--- config.mk ---
export PLATFORM = sky130hd
export DESIGN_NAME = fp_accumulator
export DESIGN_NICKNAME = d
export VERILOG_FILES = /design/src/rtl/fp_accumulator.sv
export SDC_FILE = /design/constraint.sdc
export NUM_CORES = 1
export LEC_CHECK = 0
export ABC_AREA = 1
export ABC_CLOCK_PERIOD_IN_PS = 2900
export BUFFER_PORTS_ARGS = -buffer_cell sky130_fd_sc_hd__buf_2
export CORE_MARGIN = 8
export CORE_UTILIZATION = 50
export DETAILED_ROUTE_END_ITERATION = 12
export GPL_ROUTABILITY_DRIVEN = 0
export PLACE_DENSITY_LB_ADDON = 0.05
export SLEW_MARGIN = 20
export SYNTH_ARGS = -nofsm -noshare
export SYNTH_HDL_FRONTEND = slang
export SYNTH_SLANG_ARGS = --single-unit
--- constraint.sdc ---
create_clock -name clk_in -period 2.9 [get_ports clk_in]
set_input_delay 0.29 -clock clk_in [delete_from_list [all_inputs] [get_ports clk_in]]
set_output_delay 0.29 -clock clk_in [all_outputs]
set_load 0.02 [all_outputs]
--- src/rtl/fp_accumulator.sv ---
// fp_accumulator: packet accumulator wrapped around a combinational FP adder.
// Takes a stream of operands, feeds the adder from registered acc/operand values,
// folds the adder's sum back into acc and reports the packet total with sticky
// flags and a saturating element count.
module fp_accumulator #(
  parameter int unsigned EXP_WIDTH      = 8,
  parameter int unsigned MANTISSA_WIDTH = 23,
  parameter int unsigned COUNT_WIDTH    = 16
) (
  input  logic                              clk_in,
  input  logic                              rst_n_in,
  input  logic [EXP_WIDTH+MANTISSA_WIDTH:0] data_in,
  input  logic                              data_valid_in,
  input  logic                              data_last_in,
  output logic                              data_ready_out,
  output logic [EXP_WIDTH+MANTISSA_WIDTH:0] add_a_out,
  output logic [EXP_WIDTH+MANTISSA_WIDTH:0] add_b_out,
  input  logic [EXP_WIDTH+MANTISSA_WIDTH:0] add_sum_in,
  input  logic                              add_ovf_in,
  input  logic                              add_unf_in,
  output logic [EXP_WIDTH+MANTISSA_WIDTH:0] sum_out,
  output logic                              sum_valid_out,
  input  logic                              sum_ready_in,
  output logic [COUNT_WIDTH-1:0]            count_out,
  output logic                              overflow_out,
  output logic                              underflow_out
);

  localparam int unsigned W = EXP_WIDTH + MANTISSA_WIDTH + 1;

  typedef enum logic [1:0] {StIdle, StAccum, StAdd, StDone} state_e;

  state_e                 state_q, state_d;
  logic [W-1:0]           acc_q, acc_d;
  logic [W-1:0]           op_b_q, op_b_d;
  logic [COUNT_WIDTH-1:0] count_q, count_d;
  logic                   last_q, last_d;
  logic                   ovf_q, ovf_d;
  logic                   unf_q, unf_d;
  logic                   take;

  // Next-state logic; ready/valid decode from state only.
  always_comb begin
    state_d        = state_q;
    acc_d          = acc_q;
    op_b_d         = op_b_q;
    count_d        = count_q;
    last_d         = last_q;
    ovf_d          = ovf_q;
    unf_d          = unf_q;
    data_ready_out = (state_q == StIdle) || (state_q == StAccum);
    sum_valid_out  = (state_q == StDone);
    take           = data_valid_in && data_ready_out;
    unique case (state_q)
      StIdle: begin
        // First element bypasses the adder: it cannot add to a zero accumulator.
        if (take) begin
          acc_d   = data_in;
          count_d = COUNT_WIDTH'(1);
          ovf_d   = 1'b0;
          unf_d   = 1'b0;
          state_d = data_last_in ? StDone : StAccum;
        end
      end
      StAccum: begin
        if (take) begin
          op_b_d  = data_in;
          last_d  = data_last_in;
          state_d = StAdd;
        end
      end
      StAdd: begin
        acc_d   = add_sum_in;
        ovf_d   = ovf_q | add_ovf_in;
        unf_d   = unf_q | add_unf_in;
        count_d = (&count_q) ? count_q : count_q + COUNT_WIDTH'(1);
        state_d = last_q ? StDone : StAccum;
      end
      StDone: begin
        if (sum_ready_in) state_d = StIdle;
      end
    endcase
  end

  // State and datapath registers, cleared asynchronously.
  always_ff @(posedge clk_in or negedge rst_n_in) begin
    if (!rst_n_in) begin
      state_q <= StIdle;
      acc_q   <= '0;
      op_b_q  <= '0;
      count_q <= '0;
      last_q  <= 1'b0;
      ovf_q   <= 1'b0;
      unf_q   <= 1'b0;
    end else begin
      state_q <= state_d;
      acc_q   <= acc_d;
      op_b_q  <= op_b_d;
      count_q <= count_d;
      last_q  <= last_d;
      ovf_q   <= ovf_d;
      unf_q   <= unf_d;
    end
  end

  // Adder operands and results come straight from registers.
  always_comb begin
    add_a_out     = acc_q;
    add_b_out     = op_b_q;
    sum_out       = acc_q;
    count_out     = count_q;
    overflow_out  = ovf_q;
    underflow_out = unf_q;
  end

endmodule

==> qor.txt, run 1 <==
Detail Placement HPWL: 8210 µm
Fmax: 594 MHz
WP data required: 3.12 ns
Hold Path Class: in2async
Clk pin slew, worst setup/hold paths: 0.09 ns
GRT Total Usage: 0.192
Final-report max-slew violation count: 0
Leakage Power: 2.67 nW
Hold Violations, Final: 8
Total clock sinks: 85
Most common cell in the netlist: nand2_1
VDD IR-drop max: 0.541 mV
Critical path's slowest cell: inv_2
Vias in the first global route: 3,647
Startpoint type of the worst setup path: flip-flop
ANT nets after route: 0
CTS tree: yes
Vias per cell: 5.05
Yosys warnings: 0
RSZ-0062 raised after global routing: no
Grt ovf: 0
# Post-CTS Setup Buffers: 0
CP cell instances: inv_2 -> nor2_4 -> inv_2 -> nor2_1 -> nand2_1 -> o21ai_1
Clock latency at the later pin of the worst-skew pair: 0.35 ns
Die Span Y: 108 µm
Max-Cap Viols: 0
DR pass1 iterations: 4
Min cycle time layout: 1.68 ns
Total Wirelength: 11,100 µm
Netlist Area Pre-Place: 4200 µm²
Skew final: 0.0157 ns
CP arrival: 1.90 ns
Post-cts sizing count: 0
DR iter-0 viols: 164
Layout Nets: 678
Total power per unit cell area: 1180 nW/µm²
Ant. Diodes: 0
Top post-synthesis cells by area: dfrtp_1, nand2_1, mux2_2
Pre-CTS setup slack: 1.19 ns
Failing checks: hold timing
Fill count: 775
Fin area: 5110 µm²
Share of cells above drive strength 1: 0.409
Crit Path Class: reg2reg
Hold-fix buffers, CTS: 0
Largest net degree at the start of global routing: 86
Core area: 8180 µm²
Placed inst area: 4900 µm²
Post-synth top area share: 0.506
Status: finished, violations left
Crit path top cell by count: inv_2
Clk root buf: clkbuf_8
Setup TNS: 0 ns
Num CTS Buffers: 9
CP peak stage delay: 0.52 ns
Final hold slack: -0.0338 ns
Final setup vio count: 0
Yosys top cell by area: dfrtp_1
Largest buffer count on any clock path: 2
Synth top cells by count: nand2_1, dfrtp_1, nor2_1
Std cell rows: 33
Antenna violations before repair: 0
Period utilization: 0.580
Post-synth EDFFs: 0
DR vias: 3,619
# IOs: 187
Register area share after synthesis: 0.506
Total Power: 6.03 mW
H-tree depth: 3
Worst setup margin: 1.22 ns
Crit-path max FO: 38
Die area: 11,600 µm²
DRC viols: 0
Cells after Synth: 457
Worst slew pin tran: 0.767 ns
Mean Syn Cell Area: 9.19 µm²
Ys flop type: dfrtp_1
WL per Instance: 15.6 µm
Initial Utilization: 0.514
Port Buf Inserts: 186
CP endpoint kind: flip-flop
Synth Register Bits: 85
Area Growth Syn to Fin: 21.6%
Asr flop ratio synth: 1.00
Synth unique cells: 26
DIE WIDTH: 108 µm
Slew margin rel.: 0.489
Syn_nets: 529
First-pass GRT wire length: 17,900 µm
layer usage:
layer	vias up	share of wire	GRT usage
li1	1752	-	-
met1	1714	0.41	0.235
met2	138	0.50	0.319
met3	15	0.075	0.0455
met4	0	0.018	0.0704
met5	-	0	0
stage by stage:
stage | utilization | instances
detailed placement | 0.599 | 700
global route | 0.625 | 716
global placement | 0.599 | 700
finish | 0.625 | 716
CTS | 0.625 | 716
floorplan | - | 457
cell families after synthesis:
family,count (synthesis),share of synthesized area
mux,29,0.0777
simple gates,203,0.193
compound gates,62,0.0980
buf+inv,73,0.114
flops,85,0.506
fa+ha+maj,1,0.00298
xor+xnor,4,0.00834
area by class of cell:
cell class / count / area [µm²] / area share
Clock buffer: 11 / 151 / 0.0296
Clock inverter: 5 / 56.3 / 0.0110
Inverter: 22 / 82.6 / 0.0162
Multi-Input combinational cell: 299 / 1600 / 0.314
Sequential cell: 85 / 2130 / 0.416
Tap cell: 105 / 131 / 0.0257
Timing Repair Buffer: 189 / 960 / 0.188
path summary, 6_finish.rpt:
kind,start,endpoint,slack (ns),depth (start not counted)
hold reg to reg,add_b_out[29],add_b_out[29],0.49,2
setup / recovery,state_q[1],count_out[13],1.22,6
min in group clk_in,data_in[19],add_b_out[19],0.18,2
hold / removal,rst_n_in,add_a_out[17],-0.03,1
setup reg to reg,state_q[1],count_out[13],1.22,6
max in group asynchronous,rst_n_in,add_a_out[30],2.39,1
flip-flops by register name, summed over array words and instances (netlist names):
name and cells:
overflow_out 1, count_out 16, add_a_out 32, state_q 2, add_b_out 32, underflow_out 1, last_q 1
critical path: cells and delay by family (launching register included):
| kind | cells | cell delay [ns] |
|---|---|---|
| flops | 1 | 0.45 |
| simple gates | 3 | 0.39 |
| compound gates | 1 | 0.07 |
| buf+inv | 2 | 0.66 |
layout by cell type, fill, tap and decap left out:
| master | netlist | final |
|---|---|---|
| buf_4 | 34 | 3 |
| ha_1 | 1 | 1 |
| xor2_1 | 3 | 3 |
| nor2_2 | 3 | 3 |
| inv_1 | 18 | 18 |
| dfrtp_1 | 85 | 85 |
| buf_6 | 9 | 1 |
| nor2_4 | 1 | 1 |
| a21oi_1 | 2 | 2 |
| nand4_1 | 3 | 3 |
| o31ai_2 | 1 | 1 |
| nor3_1 | 1 | 1 |
| o21ai_2 | 5 | 4 |
| nand2_4 | 1 | 1 |
| clkinv_2 | 0 | 2 |
| clkbuf_8 | 0 | 11 |
| xnor2_1 | 1 | 1 |
| o21bai_1 | 2 | 2 |
| inv_6 | 0 | 1 |
| buf_2 | 8 | 185 |
| o31ai_1 | 28 | 28 |
| nor2_1 | 77 | 77 |
| mux2_2 | 29 | 29 |
| nand2_1 | 105 | 105 |
| bufinv_16 | 0 | 1 |
| nand2_2 | 1 | 1 |
| clkinvlp_4 | 0 | 1 |
| o21ai_4 | 0 | 1 |
| nand3_1 | 11 | 11 |
| o21ai_0 | 18 | 18 |
| inv_2 | 4 | 4 |
| o21ai_1 | 6 | 6 |
where the power goes:
group | internal (mW) | switching (mW)
Clock | 0.446 | 0.427
Sequential | 1.71 | 0.365
Combinational | 1.06 | 2.03
Total | 3.21 | 2.82
(Power assumes the default switching activity.)
==> inputs of run 2 (changes only) <==
--- a/config.mk
+++ b/config.mk
@@ -6,10 +6,10 @@
 export NUM_CORES = 1
 export LEC_CHECK = 0
 export ABC_AREA = 1
-export ABC_CLOCK_PERIOD_IN_PS = 2900
+export ABC_CLOCK_PERIOD_IN_PS = 1600
 export BUFFER_PORTS_ARGS = -buffer_cell sky130_fd_sc_hd__buf_2
 export CORE_MARGIN = 8
-export CORE_UTILIZATION = 50
+export CORE_UTILIZATION = 48
 export DETAILED_ROUTE_END_ITERATION = 12
 export GPL_ROUTABILITY_DRIVEN = 0
 export PLACE_DENSITY_LB_ADDON = 0.05
==> constraint.sdc (replaced) <==
create_clock -name clk_in -period 1.6 [get_ports clk_in]
set_input_delay 0.16 -clock clk_in [delete_from_list [all_inputs] [get_ports clk_in]]
set_output_delay 0.16 -clock clk_in [all_outputs]
set_load 0.02 [all_outputs]
==> qor.txt, run 2 (synthesized netlist as in run 1, its figures left out) <==
Hold Violations, Final: 0
Die area: 12,000 µm²
Initial Utilization: 0.489
Setup TNS: 0 ns
Std cell rows: 34
CP arrival: 1.68 ns
Final-report max-slew violation count: 0
Share of cells above drive strength 1: 0.427
DRC viols: 0
Ant. Diodes: 0
Die Span Y: 110 µm
CTS tree: yes
Status: finished clean
DR iter-0 viols: 192
Crit-path max FO: 37
Crit Path Class: reg2reg
Port Buf Inserts: 186
Core area: 8590 µm²
DR WL met2: 5270 µm
VDD IR-drop max: 0.952 mV
Hold Path Class: in2reg
First-pass GRT wire length: 17,500 µm
# IOs: 187
Most frequent cells in the layout: buf_2, nand2_1, dfrtp_1
GRT Total Usage: 0.185
Leading cell type in the layout, fill and taps excluded: buf_2
Slew margin rel.: 0.670
Worst slew pin tran: 0.495 ns
Uppermost layer routed: met4
Layout Nets: 694
Clk pin slew, worst setup/hold paths: 0.09 ns
# Post-CTS Setup Buffers: 0
Largest net degree at the start of global routing: 47
WP data required: 1.83 ns
Num CTS Buffers: 9
Crit-path leading delay family: simple AND/OR/NAND/NOR gates
Area Growth Syn to Fin: 25.4%
Fmax: 690 MHz
Antenna violations before repair: 0
Detail Placement HPWL: 8680 µm
Critical path's slowest cell: mux2_2
DR vias: 3,626
Vias per cell: 4.94
ANT nets after route: 0
WL met3: 1140 µm
Period utilization: 0.906
Clock latency at the later pin of the worst-skew pair: 0.35 ns
Min cycle time layout: 1.45 ns
Clk root buf: clkbuf_8
Worst setup margin: 0.150 ns
CP cell instances: inv_2 -> nand2_1 -> inv_2 -> nand2_4 -> mux2_2
Fill count: 794
Largest buffer count on any clock path: 2
Vias in the first global route: 3,625
Skew final: 0.0122 ns
Max-Cap Viols: 0
DIE WIDTH: 110 µm
Leakage Power: 2.74 nW
Total clock sinks: 85
WL met1: 4800 µm
Final setup vio count: 0
Number of buffers and inverters on the critical path: 2
CP peak stage delay: 0.39 ns
WL per Instance: 15.4 µm
Total Wirelength: 11,300 µm
Crit path top cell by count: inv_2
Total power per unit cell area: 2110 nW/µm²
CP endpoint kind: flip-flop
Startpoint type of the worst setup path: flip-flop
H-tree depth: 3
Grt ovf: 0
RSZ-0062 raised after global routing: no
DR pass1 iterations: 4
Pre-CTS setup slack: 0.0677 ns
[run 2: tightest hold or removal path: cells and delay by family]
kind / cells / cell delay [ns]
AO/OA/AOI/OAI: 1 / 0.07
buffers and inverters: 1 / 0.07
AND/OR/NAND/NOR: 1 / 0.06
[run 2: layout make-up]
class	instances	area, µm²	share of cell area
clock buffers	10	128	0.0242
clock inverters	5	61.3	0.0116
inverters	22	82.6	0.0157
multi-input cells	299	1620	0.307
flip-flops and latches	85	2130	0.404
well taps	108	135	0.0257
repair buffers	205	1120	0.212
[run 2: timing repair]
action	CTS	global route
gates resized for setup	0	5
hold buffers	1	0
endpoints found under the setup margin	0	15
hold endpoints to repair	27	0
[run 2: path summary, 6_finish.rpt]
path | slack (ns) | startpoint | endpoint | cells past startpoint
setup / recovery | 0.15 | state_q[1] | add_b_out[19] | 5
hold / removal | 0.04 | add_ovf_in | overflow_out | 3
setup reg to reg | 0.15 | state_q[1] | add_b_out[19] | 5
hold reg to reg | 0.50 | add_b_out[29] | add_b_out[29] | 2
max in group asynchronous | 0.73 | rst_n_in | add_a_out[6] | 3
min in group asynchronous | 0.28 | rst_n_in | add_a_out[2] | 2
[run 2: routing by layer]
metal  vias up  GRT usage
met1      1679      0.229
li1       1785          -
met5         -          0
met4         0     0.0665
met3        14     0.0533
met2       148      0.302
[run 2: stage by stage]
step | total power, mW | hold WS, ns | cell area (µm²) | instances | util
6_report | 11.1 | 0.0430 | 5270 | 734 | 0.613
5_1_grt | 11.9 | 0.0288 | 5270 | 734 | 0.613
4_1_cts | 11.2 | 0.0260 | 5250 | 734 | 0.611
3_5_place_dp | 9.73 | 0.120 | 5050 | 718 | 0.588
3_3_place_gp | 9.65 | 0.112 | 5050 | 718 | 0.588
2_1_floorplan | 8.13 | -0.136 | 4200 | 457 | -
[run 2: report_power, final]
part	leakage, nW	switching [mW]	internal, mW	total (mW)
combinational	1.61	3.79	2.12	5.91
clock	0.0850	0.768	0.719	1.49
sequential	1.05	0.618	3.10	3.71
total	2.74	5.17	5.93	11.1
